**src/rtl/slt_cmp_scheduler.sv**
```systemverilog
// ============================================================================
// Module   : slt_cmp_scheduler
// Summary  : Round-robin shared, digit-serial signed less-than engine.
//            Compares one DIGIT-bit slice per cycle, MSB digit first.
//            Macro SLT_EARLY_EXIT_EN: stop at first unequal digit; when left
//            undefined every digit is always processed (constant time).
// Revision : 1.0 - initial release
// ============================================================================
`default_nettype none

module slt_cmp_scheduler #(
  parameter int NREQ  = 4,
  parameter int WIDTH = 32,
  parameter int DIGIT = 8,
  localparam int IDW  = (NREQ > 1) ? $clog2(NREQ) : 1
) (
  input  logic                  clk,
  input  logic                  rst,
  input  logic [NREQ-1:0]       req_valid,
  output logic [NREQ-1:0]       req_ready,
  input  logic [NREQ*WIDTH-1:0] req_a,
  input  logic [NREQ*WIDTH-1:0] req_b,
  output logic                  rsp_valid,
  input  logic                  rsp_ready,
  output logic                  rsp_lt,
  output logic [IDW-1:0]        rsp_id,
  output logic                  busy
);

  localparam int NDIG = WIDTH / DIGIT;
  localparam int DW   = (NDIG > 1) ? $clog2(NDIG) : 1;

  typedef enum logic [1:0] {
    S_IDLE = 2'd0,
    S_CMP  = 2'd1,
    S_RESP = 2'd2
  } state_t;

  state_t           state_q, state_d;
  logic [IDW-1:0]   rr_q, rr_d;
  logic [IDW-1:0]   id_q, id_d;
  logic [DW-1:0]    idx_q, idx_d;
  logic [WIDTH-1:0] a_q, a_d;
  logic [WIDTH-1:0] b_q, b_d;
  logic             rsp_valid_q, rsp_valid_d;
  logic             rsp_lt_q, rsp_lt_d;
  logic             busy_q, busy_d;
`ifndef SLT_EARLY_EXIT_EN
  logic             dec_q, dec_d;
  logic             cmp_lt_q, cmp_lt_d;
`endif

  logic             grant_found;
  logic [IDW-1:0]   grant_idx;
  logic [IDW-1:0]   cand;
  logic [DIGIT-1:0] a_dig, b_dig;
  logic             dig_ne, dig_lt;

  function automatic logic [IDW-1:0] wrap_add(input logic [IDW-1:0] base,
                                               input int unsigned off);
    int unsigned s;
    s = 32'(base) + off;
    if (s >= 32'(NREQ)) s = s - 32'(NREQ);
    return s[IDW-1:0];
  endfunction

  // First valid requester at or after the round-robin pointer, with wrap.
  always_comb begin
    grant_found = 1'b0;
    grant_idx   = '0;
    cand        = '0;
    for (int i = 0; i < NREQ; i++) begin
      cand = wrap_add(rr_q, i);
      if (!grant_found && req_valid[cand]) begin
        grant_found = 1'b1;
        grant_idx   = cand;
      end
    end
  end

  always_comb begin
    req_ready = '0;
    if (state_q == S_IDLE && grant_found) req_ready[grant_idx] = 1'b1;
  end

  // Inverting the sign bit of the top digit turns the signed compare unsigned.
  always_comb begin
    a_dig = a_q[idx_q*DIGIT +: DIGIT];
    b_dig = b_q[idx_q*DIGIT +: DIGIT];
    if (idx_q == DW'(NDIG-1)) begin
      a_dig[DIGIT-1] = ~a_dig[DIGIT-1];
      b_dig[DIGIT-1] = ~b_dig[DIGIT-1];
    end
    dig_ne = (a_dig != b_dig);
    dig_lt = (a_dig < b_dig);
  end

  always_comb begin
    state_d     = state_q;
    rr_d        = rr_q;
    id_d        = id_q;
    idx_d       = idx_q;
    a_d         = a_q;
    b_d         = b_q;
    rsp_valid_d = rsp_valid_q;
    rsp_lt_d    = rsp_lt_q;
    busy_d      = busy_q;
`ifndef SLT_EARLY_EXIT_EN
    dec_d       = dec_q;
    cmp_lt_d    = cmp_lt_q;
`endif
    case (state_q)
      S_IDLE: begin
        if (grant_found) begin
          a_d     = req_a[grant_idx*WIDTH +: WIDTH];
          b_d     = req_b[grant_idx*WIDTH +: WIDTH];
          id_d    = grant_idx;
          idx_d   = DW'(NDIG-1);
          rr_d    = wrap_add(grant_idx, 1);
          busy_d  = 1'b1;
          state_d = S_CMP;
`ifndef SLT_EARLY_EXIT_EN
          dec_d    = 1'b0;
          cmp_lt_d = 1'b0;
`endif
        end
      end
      S_CMP: begin
`ifdef SLT_EARLY_EXIT_EN
        if (dig_ne || idx_q == '0) begin
          rsp_lt_d    = dig_ne & dig_lt;
          rsp_valid_d = 1'b1;
          state_d     = S_RESP;
        end else begin
          idx_d = idx_q - DW'(1);
        end
`else
        // Decision is frozen at the first unequal digit; the walk continues.
        if (!dec_q && dig_ne) begin
          dec_d    = 1'b1;
          cmp_lt_d = dig_lt;
        end
        if (idx_q == '0) begin
          rsp_lt_d    = dec_q ? cmp_lt_q : (dig_ne & dig_lt);
          rsp_valid_d = 1'b1;
          state_d     = S_RESP;
        end else begin
          idx_d = idx_q - DW'(1);
        end
`endif
      end
      S_RESP: begin
        if (rsp_ready) begin
          rsp_valid_d = 1'b0;
          busy_d      = 1'b0;
          state_d     = S_IDLE;
        end
      end
      default: state_d = S_IDLE;
    endcase
  end

  always_ff @(posedge clk) begin
    if (rst) begin
      state_q     <= S_IDLE;
      rr_q        <= '0;
      id_q        <= '0;
      idx_q       <= DW'(NDIG-1);
      a_q         <= '0;
      b_q         <= '0;
      rsp_valid_q <= 1'b0;
      rsp_lt_q    <= 1'b0;
      busy_q      <= 1'b0;
`ifndef SLT_EARLY_EXIT_EN
      dec_q       <= 1'b0;
      cmp_lt_q    <= 1'b0;
`endif
    end else begin
      state_q     <= state_d;
      rr_q        <= rr_d;
      id_q        <= id_d;
      idx_q       <= idx_d;
      a_q         <= a_d;
      b_q         <= b_d;
      rsp_valid_q <= rsp_valid_d;
      rsp_lt_q    <= rsp_lt_d;
      busy_q      <= busy_d;
`ifndef SLT_EARLY_EXIT_EN
      dec_q       <= dec_d;
      cmp_lt_q    <= cmp_lt_d;
`endif
    end
  end

  assign rsp_valid = rsp_valid_q;
  assign rsp_lt    = rsp_lt_q;
  assign rsp_id    = id_q;
  assign busy      = busy_q;

endmodule

`default_nettype wire

```
**config.mk**
```make
export PLATFORM = sky130hd
export DESIGN_NAME = slt_cmp_scheduler
export DESIGN_NICKNAME = d
export VERILOG_FILES = /design/src/rtl/slt_cmp_scheduler.sv
export SDC_FILE = /design/constraint.sdc
export NUM_CORES = 1
export LEC_CHECK = 0
export CAP_MARGIN = 20
export CORE_MARGIN = 10
export CORE_UTILIZATION = 46
export DETAILED_ROUTE_END_ITERATION = 6
export GPL_TIMING_DRIVEN = 1
export PLACE_DENSITY_LB_ADDON = 0.08
export SLEW_MARGIN = 5
export SYNTH_ARGS = -nofsm -noshare
export SYNTH_HDL_FRONTEND = slang
export SYNTH_SLANG_ARGS = --single-unit
```
**constraint.sdc**
```tcl
create_clock -name clk -period 4.2 [get_ports clk]
set_input_delay 0.84 -clock clk [delete_from_list [all_inputs] [get_ports clk]]
set_output_delay 0.84 -clock clk [all_outputs]
set_load 0.05 [all_outputs]
```
==> results list, run 1 <==
* Number of buffers inserted by port buffering: 271
- Leftover overflow at the end of global routing: 0
- The number of antenna violations at the first check in global routing is 3.
- Sequential share of the synthesized area: between 20% and 30%
- Dividing total power by cell area gives a power density of 329 mW/mm^2.
- Sequential Power Share: between 30% and 40%
- The worst setup path is launched from a primary input.
- Kind of capture point of the worst setup path: output port
- Final Instance Count excl. Fillers: 1061
- Once placement completed, the tool counted placed cells totaling 1042.
- Of all nets on the critical path, the largest fanout is 5.
* Number of vias per cell: 5.56
- Number of sinks driven by the clock tree: just under 80
* Initial Util: 46.9%
* Hold buffer count at CTS: 0
- The die is 133 um wide.
- Final setup viols: 0
- Area of the die: 0.0178 sq mm
* Final worst path period share: between 80% and 90%
- The netlist uses 43 different library cells.
* Number of design rule violations left after detail routing: 0
* Number of cell instances on the worst register-to-register path: 9
- Counting instances, the worst hold path has a depth of 2.
- Net count after synthesis: 924
- Worst-case setup margin in the final layout: 0.642 ns
- RSZ-0062 raised after global routing: no
- Height of the die: 133 um
* Relative slew slack: 56.5%
- Avg Inst Size Synth: 9.15 sq um
* CP max-delay cell: sky130_fd_sc_hd__clkdlybuf4s50_1
* Number of standard-cell rows in the floorplan: 41
* Number of max-cap violations: 0
- In the final timing run, aggregate negative setup slack is 0 ns.
- In the global route stage, met1 resource usage came out at 25.0%.
* Largest vdd supply drop: 0.214 mV
* Core region area: approximately 0.013 sq mm
- Clock latency reported for the late side of the worst-skew pair: 0.33 ns
- The share of total power dissipated in combinational logic is 39.3%.
* Predominant post-synthesis flop cell: sky130_fd_sc_hd__dfxtp_1
- P_leak: 3.62 nW
- The critical path in this run is classified as in -> out.
- Number of instances in the synthesized netlist: 647
* Share of total power consumed by net switching: 30.9%
- The run finished with clean final reports.
* First-pass GRT wire length: 32.9 mm
- The number of setup buffers added after CTS is 0.
- Num ports: 272
- TritonCTS buffer count: 9
- Measured on the finished design, the core utilization comes to 71.3%.
- Largest net degree at the start of global routing: 128
- Total internal power: 0.00205 W
- In the global route stage, overall resource usage came out at a little under a quarter.
* # H-tree levels: 3
* Number of synthesized register bits: between 70 and 80
* Per-cell routed wire length: 19.9 um
- Global routing consumed, on the met2 layer, 40.4% of the routing resources.
- Once detailed placement completed, the half-perimeter wirelength came to 16.6 mm.
* Final net count: roughly 1.2k
* Async S/R FF share, synth: 0%
* Number of pins with negative max-slew slack in the final report: 0
- Final Power: 0.00296 W
- STA puts the critical path data arrival time at 2.72 ns.
- The final route contains ~6k vias.
* Yosys warning total: 0
- Count of flip-flops with a built-in enable after synthesis: 0
- Reg-to-reg startpoint: idx_q[1]
* Maximum count of clock buffers along a single path: 2
- The post-route netlist has 13.1% of its cells at a drive strength greater than 1.
- Timing would allow up to 0.281 GHz.
* Hold Startpoint: a_q[20]
- Global-route track usage on met3: around 7.2%
* Total standard cell area after synthesis: between 0.005 and 0.006 sq mm
* Routability cong.: 0.861
* Reg-to-reg critical path endpoint: rsp_lt
- The final-report hold violation count is 0.
- The count of nets left with antenna violations once routing finished came out at 0.
- Counting I/O delays and the setup requirement, the final critical path takes 3.56 ns.
* Register-to-Register Setup Slack: approximately 1.4 ns
- For hold timing, the worst endpoint is a_q[20].
- In this run the power spent charging and discharging nets is between 0.0009 and 0.001 W.
- Worst-case clock skew: 0.00680 ns
* Worst Path Buf+Inv: 3
- Area grow syn2layout: 52.1%
- First drt pass iteration count: 5
* Clock-pin slew on the worst setup and hold paths: 0.06 ns
- After the first detailed-routing iteration, the DRC count stood at 278.
* Busiest grt layer: met2
- Kind of path behind the tightest hold check: reg -> reg
- On the critical path the largest part of the delay comes from buffers and inverters.
- Timing analysis after detailed placement gives a worst setup slack of between 0.6 and 0.7 ns.
* Clock tree from TritonCTS: built
- Max incr delay on CP: slightly below 0.6 ns
- Clock tree synthesis selected as its root buffer the cell sky130_fd_sc_hd__clkbuf_16.
* Worst Max-Slew Pin Slew: 0.648 ns
- Required time of the worst setup path: 3.36 ns
- The via count of the first global-routing pass is 6320.
- CP Cell Sequence: clkdlybuf4s50_1, o21bai_1, nor3b_2, nor2_4, inv_1, ha_1, and2_1, buf_12
- Clock Power Share: slightly below 30%
- After detailed routing, the total wire length is 21.1 mm.
- After clock tree synthesis, the repair step resized 0 gates.
power by group through the flow:
stage	clock network, W	logic [W]	registers (W)
CTS	0.000875	0.00117	0.000928
global placement	0	0.00113	0.000939
floorplan	0	0.000768	0.000913
finish	0.000871	0.00116	0.000928
detailed placement	0	0.00117	0.000943
global route	0.000907	0.00127	0.000942
cell usage after synthesis, types with 2 or more instances:
library cell               count  area share [%]
sky130_fd_sc_hd__inv_1        14            0.89
sky130_fd_sc_hd__buf_2        17             1.4
sky130_fd_sc_hd__buf_4         4            0.51
sky130_fd_sc_hd__nor2_1       13            0.82
sky130_fd_sc_hd__and2_1        6            0.63
sky130_fd_sc_hd__nor3b_1      65             8.2
sky130_fd_sc_hd__a21oi_1      10            0.85
sky130_fd_sc_hd__o211ai_1      5            0.63
sky130_fd_sc_hd__mux4_2       16             6.1
sky130_fd_sc_hd__mux2i_1      65              11
sky130_fd_sc_hd__ha_1         14             3.0
sky130_fd_sc_hd__o21bai_1      2            0.25
sky130_fd_sc_hd__dfxtp_1      77              26
sky130_fd_sc_hd__o21ai_1      28             2.4
sky130_fd_sc_hd__clkbuf_1     26             1.6
sky130_fd_sc_hd__o21ai_0      39             3.3
sky130_fd_sc_hd__nand3_1       2            0.17
sky130_fd_sc_hd__buf_1         7            0.44
sky130_fd_sc_hd__o211ai_2     59              12
sky130_fd_sc_hd__nor2b_1       5            0.53
sky130_fd_sc_hd__buf_12        6             2.0
sky130_fd_sc_hd__nand2b_1      3            0.32
sky130_fd_sc_hd__o21a_1       64             8.1
sky130_fd_sc_hd__nand2_1      77             4.9
sky130_fd_sc_hd__nor3_1        5            0.42
worst max path at each step:
stage	from	to	slack, ns	cells past startpoint
2_1_floorplan	req_valid[2]	req_ready[0]	1.18	6
3_3_place_gp	req_valid[3]	b_q[17]	0.57	7
3_5_place_dp	req_valid[3]	req_ready[1]	0.65	8
4_1_cts	req_valid[3]	req_ready[1]	0.63	8
5_1_grt	req_valid[3]	req_ready[1]	0.53	8
6_report	req_valid[3]	req_ready[1]	0.64	8
layout by cell type, fill, tap and decap left out, drive strengths merged, types with 16 or more instances in the layout:
cell | netlist | layout
nand2 | 77 | 77
clkdlybuf4s50 | 0 | 267
dfxtp | 77 | 77
mux2i | 65 | 65
o21a | 64 | 64
o21ai | 67 | 67
o211ai | 64 | 64
mux4 | 16 | 16
nor3b | 65 | 65
buf | 35 | 17
worst reg2reg max path, cell delays in order (launching register included):
cell and delay (ns):
sky130_fd_sc_hd__dfxtp_1 0.72, sky130_fd_sc_hd__buf_4 0.32, sky130_fd_sc_hd__mux4_2 0.35, sky130_fd_sc_hd__xor2_1 0.16
sky130_fd_sc_hd__ha_1 0.23, sky130_fd_sc_hd__nor3_1 0.24, sky130_fd_sc_hd__o211ai_1 0.14, sky130_fd_sc_hd__o221ai_1 0.28
sky130_fd_sc_hd__a221oi_1 0.12, sky130_fd_sc_hd__nor3_1 0.19
cell type report:
type | instances | area, sq um
fill | 1031 | 3620
antenna | 4 | 10.0
clock inverter | 4 | 97.6
timing repair buffer | 284 | 2870
inverter | 14 | 52.6
sequential | 77 | 1540
clock buffer | 11 | 233
multi-input combinational | 495 | 3980
tap | 172 | 215
layer usage:
| metal | routed length (um) | vias to the layer above |
|---|---|---|
| met1 | 8220 | 2805 |
| met2 | 10900 | 226 |
| met4 | 353 | 0 |
| met3 | 1590 | 21 |
| li1 | - | 2850 |
| met5 | 0 | - |
metrics by stage:
step,hold WS [ns],cell area (sq um)
CTS,0.466,8990
detailed placement,0.446,8660
finish,0.463,9000
floorplan,0.429,5920
global placement,0.441,8650
global route,0.486,8990
sequential cells by signal, summed over array words and instances (netlist names):
name and flops:
cmp_lt_q 1, rsp_lt 1, b_q 32, a_q 32
busy 1, rsp_id 2, dec_q 1, idx_q 2
rr_q 2, state_q 2, rsp_valid 1
cell families after synthesis:
logic type / after synthesis / share of synthesized area [%]
multiplexers: 81 / 17.1
AO/OA/AOI/OAI: 216 / 29.5
adder cells (fa/ha/maj): 14 / 2.96
XOR/XNOR: 2 / 0.296
buffers and inverters: 75 / 7.15
AND/OR/NAND/NOR: 182 / 17.0
flip-flops: 77 / 26.0
Note: power is estimated with default switching activity, not from simulation.
==> inputs of run 2 (changes only) <==
--- a/config.mk
+++ b/config.mk
@@ -7,7 +7,7 @@
 export LEC_CHECK = 0
 export CAP_MARGIN = 20
 export CORE_MARGIN = 10
-export CORE_UTILIZATION = 46
+export CORE_UTILIZATION = 43
 export DETAILED_ROUTE_END_ITERATION = 6
 export GPL_TIMING_DRIVEN = 1
 export PLACE_DENSITY_LB_ADDON = 0.08
==> constraint.sdc (replaced) <==
create_clock -name clk -period 3.7 [get_ports clk]
set_input_delay 0.74 -clock clk [delete_from_list [all_inputs] [get_ports clk]]
set_output_delay 0.74 -clock clk [all_outputs]
set_load 0.05 [all_outputs]
==> run 2 against run 1 <==
  * Combinational power up 16%
  * Cell count grew 0.38%
  * Worst setup slack worse by 0.22 ns
  * Sequential cell count unchanged
  * Worst hold slack improved by 0.0014 ns
  * Core utilization shrank 3.3 points
  * Via count is 0.14% lower
  * Sequential power is 14% higher
  * Global-route usage fell by 0.82 points
  * Largest power group unchanged
==> results list, run 2 (synthesized netlist as in run 1, its figures left out) <==
- The least setup slack across all paths after layout came to 0.423 ns (-0.220 ns).
* Final ANT Viol Nets: 0 (unchanged)
- The data arrival time of the worst path is 2.54 ns (-0.18 ns).
* Leftover overflow at the end of global routing: 0 (unchanged)
* Placed wire-length estimate after detailed placement: 16.6 mm (about the same)
* CP max-delay cell: sky130_fd_sc_hd__clkdlybuf4s50_1
- The maximum clock insertion buffer count was 2 (unchanged).
- Global-route track usage on met3: 6.12% (-1.1 points)
- Final setup viols: 0 (unchanged)
- After layout, the worst path uses 88.6% of the clock period.
- Clock-pin slew on the worst setup and hold paths: 0.05 ns (about the same)
- Filler instances: 1121 (+8.7%)
- The share of post-route cells with drive strength above 1 came to 13.5% (+0.41 points).
- The vias after detailed routing came to 5894 (-0.14%).
- The flow ran to the end, and the final reports show no timing, DRC or antenna violations.
* Final Power: 0.00348 W (+17%)
* Total negative setup slack: 0 ns (unchanged)
- P_leak: 3.66 nW (+1.2%)
- The tree is rooted in a sky130_fd_sc_hd__clkbuf_16.
* Die width: 137 um (+2.9%)
- Worst-case clock skew: 0.00980 ns (+0.00300 ns)
* Hold buffer count at CTS: 0 (unchanged)
* Final WL: 21.2 mm (+0.32%)
- The worst setup path is launched from a primary input.
* Met1 track demand over resource: 25.3% (+0.30 points)
- Routability cong.: 0.824 (-4.4%)
- The worst-case register-to-register setup slack was 0.88 ns (-0.49 ns).
- The smallest clock period supported by the final layout is computed as 3.28 ns.
- Top Registers: a_q: 32 flops, b_q: 32 flops
* Violation count after the first detailed-route iteration: 387 (+39%)
- Placed cell count: 1049 (+0.67%)
* Final net count: 1161 (+0.26%)
- The number of iterations in the first detailed-routing pass is 4 (-1).
- Worst Max-Slew Pin Slew: 0.703 ns (+0.0550 ns)
* Family of cells with the greatest summed delay on the critical path: buffers and inverters
- Commonest cells after routing, fill and taps aside: sky130_fd_sc_hd__clkdlybuf4s50_1 (267), sky130_fd_sc_hd__nand2_1 (77), sky130_fd_sc_hd__dfxtp_1 (77), sky130_fd_sc_hd__mux2i_1 (65)
- The number of vias per cell after detailed routing came to 5.53 (-0.51%).
- The final-report hold violation count was 0 (unchanged).
- Worst Path Buf+Inv: 4 (+1)
- Initial Util: 44.3% (-2.6 points)
- Max Fanout on Critical Path: 5 (unchanged)
- The number of antenna violations at the first check in global routing is 0 (-3).
- The clock insertion delay at the later pin of the skew report came to 0.33 ns (about the same).
- Area grow syn2layout: 53.4%
- # H-tree levels: 3 (unchanged)
- Area of the die: 0.0189 sq mm (+5.9%)
- TritonCTS built the clock tree.
- The number of standard cells in the final layout excluding fillers was 1065 (+0.38%).
- Required time of the worst setup path: 2.96 ns (-0.40 ns)
- The worst ir drop on vdd came to 0.294 mV (+38%).
- The core region area came to 0.0133 sq mm (+5.8%).
- Relative slew slack: 52.8% (-3.7 points)
- Met2 Track Usage GR: 38.3% (-2.1 points)
- Path type of the worst setup path: in -> out
- The power density over the cells is 383 mW/mm^2 (+16%).
* Number of design rule violations left after detail routing: 0 (unchanged)
- The largest stage delay on the critical path is 0.49 ns (-0.10 ns).
* Kind of capture point of the worst setup path: output port
- Number of pins with negative max-slew slack in the final report: 0 (unchanged)
* Kind of path behind the tightest hold check: reg -> reg
* Largest net degree at the start of global routing: 128 (unchanged)
* CP Cell Sequence: clkdlybuf4s50_1, buf_4, o21bai_1, nor3b_2, nor2_4, inv_1, ha_1, and2_1, buf_12
- Number of gates resized after cts: 0 (unchanged)
* Max Fclk: 0.305 GHz
- The number of placement rows is 42 (+2.4%).
* Per-cell routed wire length: 19.9 um (about the same)
* Height of the die: 137 um (+2.9%)
- The worst slack at placement was 0.366 ns (-0.288 ns).
* Number of sinks driven by the clock tree: 77 (unchanged)
- The number of clock buffers inserted by TritonCTS is 9 (unchanged).
- First-pass GRT wire length: 32.7 mm (-0.48%)
- Most common cell after layout, fill and taps aside: sky130_fd_sc_hd__clkdlybuf4s50_1
* Busiest grt layer: met2
- The via count of the first global-routing pass came to 6215 (-1.7%).
- Total global-route track usage: 21.8% (-0.82 points)
- Num ports: 272 (unchanged)
- Number of buffers inserted by port buffering: 271 (unchanged)
* RSZ-0062 raised after global routing: no
- The count of buffers added by post-CTS timing repair for setup came to 0 (unchanged).
* Number of max-cap violations: 0 (unchanged)
-- run 2: final timing paths --
kind / start / endpoint / cells after the start
hold reg to reg: a_q[3] / a_q[3] / 2
setup / recovery: req_valid[3] / req_ready[1] / 9
setup reg to reg: idx_q[0] / rsp_lt / 9
hold / removal: a_q[3] / a_q[3] / 2
-- run 2: worst reg2reg max path: cells and delay by family, from the launching register on --
family                   cells  cell delay (ns)
flip-flops                   1             0.70
AO/OA/AOI/OAI                3             0.56
AND/OR/NAND/NOR              2             0.45
multiplexers                 1             0.35
buffers and inverters        1             0.33
XOR/XNOR                     1             0.15
adder cells (fa/ha/maj)      1             0.21
-- run 2: per-layer routing --
metal  wire length [um]  up-vias  part of all wire [%]
li1                   -     2858                     -
met1               8430     2823                    40
met2              10800      193                    51
met3               1590       20                   7.5
met4                334        0                   1.6
met5                  0        -                     0
-- run 2: final cells by class --
type	instances	area, sq um	share of cell area [%]
clock buffer	11	243	2.67
antenna	1	2.50	0.0276
timing repair buffer	287	2920	32.1
multi-input combinational	495	3980	43.9
sequential	77	1540	17.0
tap	176	220	2.42
inverter	14	52.6	0.579
clock inverter	4	120	1.32
-- run 2: metrics by stage --
step	cell area (sq um)	util, %	hold WS [ns]
floorplan	5920	-	0.429
global placement	8700	65.2	0.441
global route	9080	68.0	0.477
finish	9080	68.0	0.465
CTS	9080	68.0	0.463
detailed placement	8720	65.3	0.443
-- run 2: power by group --
| group | internal, W | switching [W] |
|---|---|---|
| sequential | 0.000962 | 0.0000954 |
| combinational | 0.000722 | 0.000615 |
| clock | 0.000743 | 0.000340 |
| total | 0.00243 | 0.00105 |
==> inputs of run 3 (changes only) <==
--- a/config.mk
+++ b/config.mk
@@ -7,10 +7,11 @@
 export LEC_CHECK = 0
 export CAP_MARGIN = 20
 export CORE_MARGIN = 10
-export CORE_UTILIZATION = 43
+export CORE_UTILIZATION = 46
 export DETAILED_ROUTE_END_ITERATION = 6
 export GPL_TIMING_DRIVEN = 1
 export PLACE_DENSITY_LB_ADDON = 0.08
+export SKIP_LAST_GASP = 1
 export SLEW_MARGIN = 5
 export SYNTH_ARGS = -nofsm -noshare
 export SYNTH_HDL_FRONTEND = slang
==> constraint.sdc (replaced) <==
create_clock -name clk -period 4 [get_ports clk]
set_input_delay 0.8 -clock clk [delete_from_list [all_inputs] [get_ports clk]]
set_output_delay 0.8 -clock clk [all_outputs]
set_load 0.05 [all_outputs]
==> run 3 against run 2 <==
  * Highest routed layer unchanged
  * Core utilization rose by 3.1 points
  * Final area down 1.1%
  * Count of clock-buffer cells in the layout fell by 1
  * Non-clock buffer count decreased by 2
  * First-iteration DRC count fell by 1.0%
  * Sequential share of layout area increased by 0.20 points
==> results list, run 3 (synthesized netlist as in run 1, its figures left out) <==
- The run finished with clean final reports.
- Filler instances: 980 (-13%)
- Final setup viols: 0 (unchanged)
- Max Fanout on Critical Path: 5 (unchanged)
* Number of sinks driven by the clock tree: 77 (unchanged)
* Number of endpoints with negative hold slack in the final report: 0 (unchanged)
- The clock-pin slew of the registers on the worst-case setup and hold paths was 0.06 ns (about the same).
- Largest net degree at the start of global routing: 128 (unchanged)
- TritonCTS buffer count: 9 (unchanged)
- The wire length of the first global-routing pass was 33.3 mm (+1.9%).
- Number of design rule violations left after detail routing: 0 (unchanged)
- Placed cell count: 1043 (-0.57%)
- The total routed wirelength was 21.4 mm (+0.85%).
- The total count of max-transition violations in the final report was 0 (unchanged).
* Number of max-cap violations: 0 (unchanged)
- The top-level I/O count was 272 (unchanged).
* Number of buffers inserted by post-CTS setup repair: 0 (unchanged)
* Maximum count of clock buffers along a single path: 2 (unchanged)
- Number of standard-cell rows in the floorplan: 41 (-2.4%)
- Clock tree from TritonCTS: built
- The worst hold slack across all endpoints is 0.461 ns (-0.00397 ns).
- STA classifies the critical path endpoint as an output port.
- Largest vdd supply drop: 0.229 mV (-22%)
* Number of gates resized after cts: 0 (unchanged)
* Number of buffers inserted by port buffering: 271 (unchanged)
- Total global-route track usage: 23.0% (+1.1 points)
- # H-tree levels: 3 (unchanged)
* Via count: 5893 (-0.017%)
- RSZ-0062 raised after global routing: no
* Final worst path period share: 85.7%
- Worst-case clock skew: 0.00877 ns (-0.00103 ns)
- The number of standard cells in the final layout excluding fillers came to 1061 (-0.38%).
- The final weighted congestion in routability-driven placement was 0.870 (+5.7%).
- The summed negative setup slack over all endpoints came to 0 ns (unchanged).
- Time the worst path needs with I/O delays and setup: between 3 and 4 ns
* Leftover overflow at the end of global routing: 0 (unchanged)
- Relative to the synthesized area, the layout overhead comes to 51.7%.
- The height of the chip is 133 um (-2.8%).
* Relative slew slack: 57.3% (+4.5 points)
* Most common cell after layout, fill and taps aside: sky130_fd_sc_hd__clkdlybuf4s50_1
- The core region area came to 0.0126 sq mm (-5.5%).
* Worst Max-Slew Pin Slew: 0.639 ns (-0.0635 ns)
* Startpoint Class: primary input
- The worst endpoint required time came to 3.20 ns (+0.24 ns).
* Commonest cells after routing, fill and taps aside: sky130_fd_sc_hd__clkdlybuf4s50_1 (267), sky130_fd_sc_hd__nand2_1 (77), sky130_fd_sc_hd__dfxtp_1 (77), sky130_fd_sc_hd__mux2i_1 (65)
* P_leak: 3.61 nW (-1.4%)
- Top Registers: a_q: 32 flops, b_q: 32 flops
- Initial Util: 46.9% (+2.6 points)
- Final Power: 0.00301 W (-14%)
* Clock latency reported for the late side of the worst-skew pair: 0.33 ns (about the same)
* Number of vias per cell: 5.55 (+0.36%)
- The hold buffer count at CTS is 0 (unchanged).
- The estimated wirelength of the detail-placed design is 16.8 mm (+0.99%).
* Cell area power density: 335 mW/mm^2 (-13%)
- First drt pass iteration count: 5 (+1)
* Die width: 133 um (-2.8%)
- The data arrival time of the worst path is 2.63 ns (+0.09 ns).
* Area of the die: 0.0178 sq mm (-5.6%)
* Proportion of layout cells with a drive suffix above 1: 13.4% (-0.098 points)
- Via count of the first global-routing pass: 6373 (+2.5%)
* Clock root buffer master: sky130_fd_sc_hd__clkbuf_16
- Static timing analysis puts the maximum clock frequency at just under 0.3 GHz.
- The number of antenna violations at the first check in global routing was 1 (+1).
* Final net count: 1159 (-0.17%)
* Path type of the worst setup path: in -> out
* Kind of path behind the tightest hold check: reg -> reg
- Worst Setup Slack post-DPL: 0.563 ns (+0.197 ns)
* Final ANT Viol Nets: 0 (unchanged)
- Per-cell routed wire length: 20.1 um (+1.2%)
* Worst-case setup margin in the final layout: 0.573 ns (+0.151 ns)
- Violation count after the first detailed-route iteration: 383 (-1.0%)
run 3: report_power, final:
part / internal (W) / switching (W) / total (W)
combinational: 0.000660 / 0.000569 / 0.00123
sequential: 0.000890 / 0.0000871 / 0.000977
clock: 0.000482 / 0.000317 / 0.000799
total: 0.00203 / 0.000973 / 0.00301
run 3: metal layers:
layer | global-route usage (%) | up-vias | part of all wire, %
met4 | 7.19 | 0 | 1.8
li1 | - | 2854 | -
met3 | 6.50 | 27 | 7.3
met1 | 25.4 | 2785 | 39
met5 | 0 | - | 0
met2 | 41.4 | 227 | 52
run 3: final cells by class:
cell class,count,area (sq um),share of cell area [%]
clock inverter,6,63.8,0.711
antenna,2,5.00,0.0557
inverter,14,52.6,0.585
clock buffer,10,229,2.55
sequential,77,1540,17.2
multi-input combinational,495,3980,44.4
tap,172,215,2.40
timing repair buffer,285,2890,32.2
run 3: final timing paths:
kind                startpoint            to  slack, ns  cells past startpoint
setup / recovery  req_valid[3]  req_ready[1]       0.57                      8
hold / removal         a_q[16]       a_q[16]       0.46                      2
hold reg to reg        a_q[16]       a_q[16]       0.46                      2
setup reg to reg      idx_q[0]        rsp_lt       1.20                      9
run 3: stage by stage:
stage	utilization [%]	area, sq um
floorplan	-	5920
global placement	68.7	8670
detailed placement	68.8	8680
CTS	71.1	8970
global route	71.1	8970
finish	71.1	8980
run 3: critical path: stages:
cell and delay (ns):
sky130_fd_sc_hd__clkdlybuf4s50_1 0.59, sky130_fd_sc_hd__o21bai_1 0.12, sky130_fd_sc_hd__nor3b_2 0.40, sky130_fd_sc_hd__nor2_4 0.10, sky130_fd_sc_hd__inv_1 0.15, sky130_fd_sc_hd__ha_1 0.16
sky130_fd_sc_hd__and2_1 0.16, sky130_fd_sc_hd__buf_12 0.14
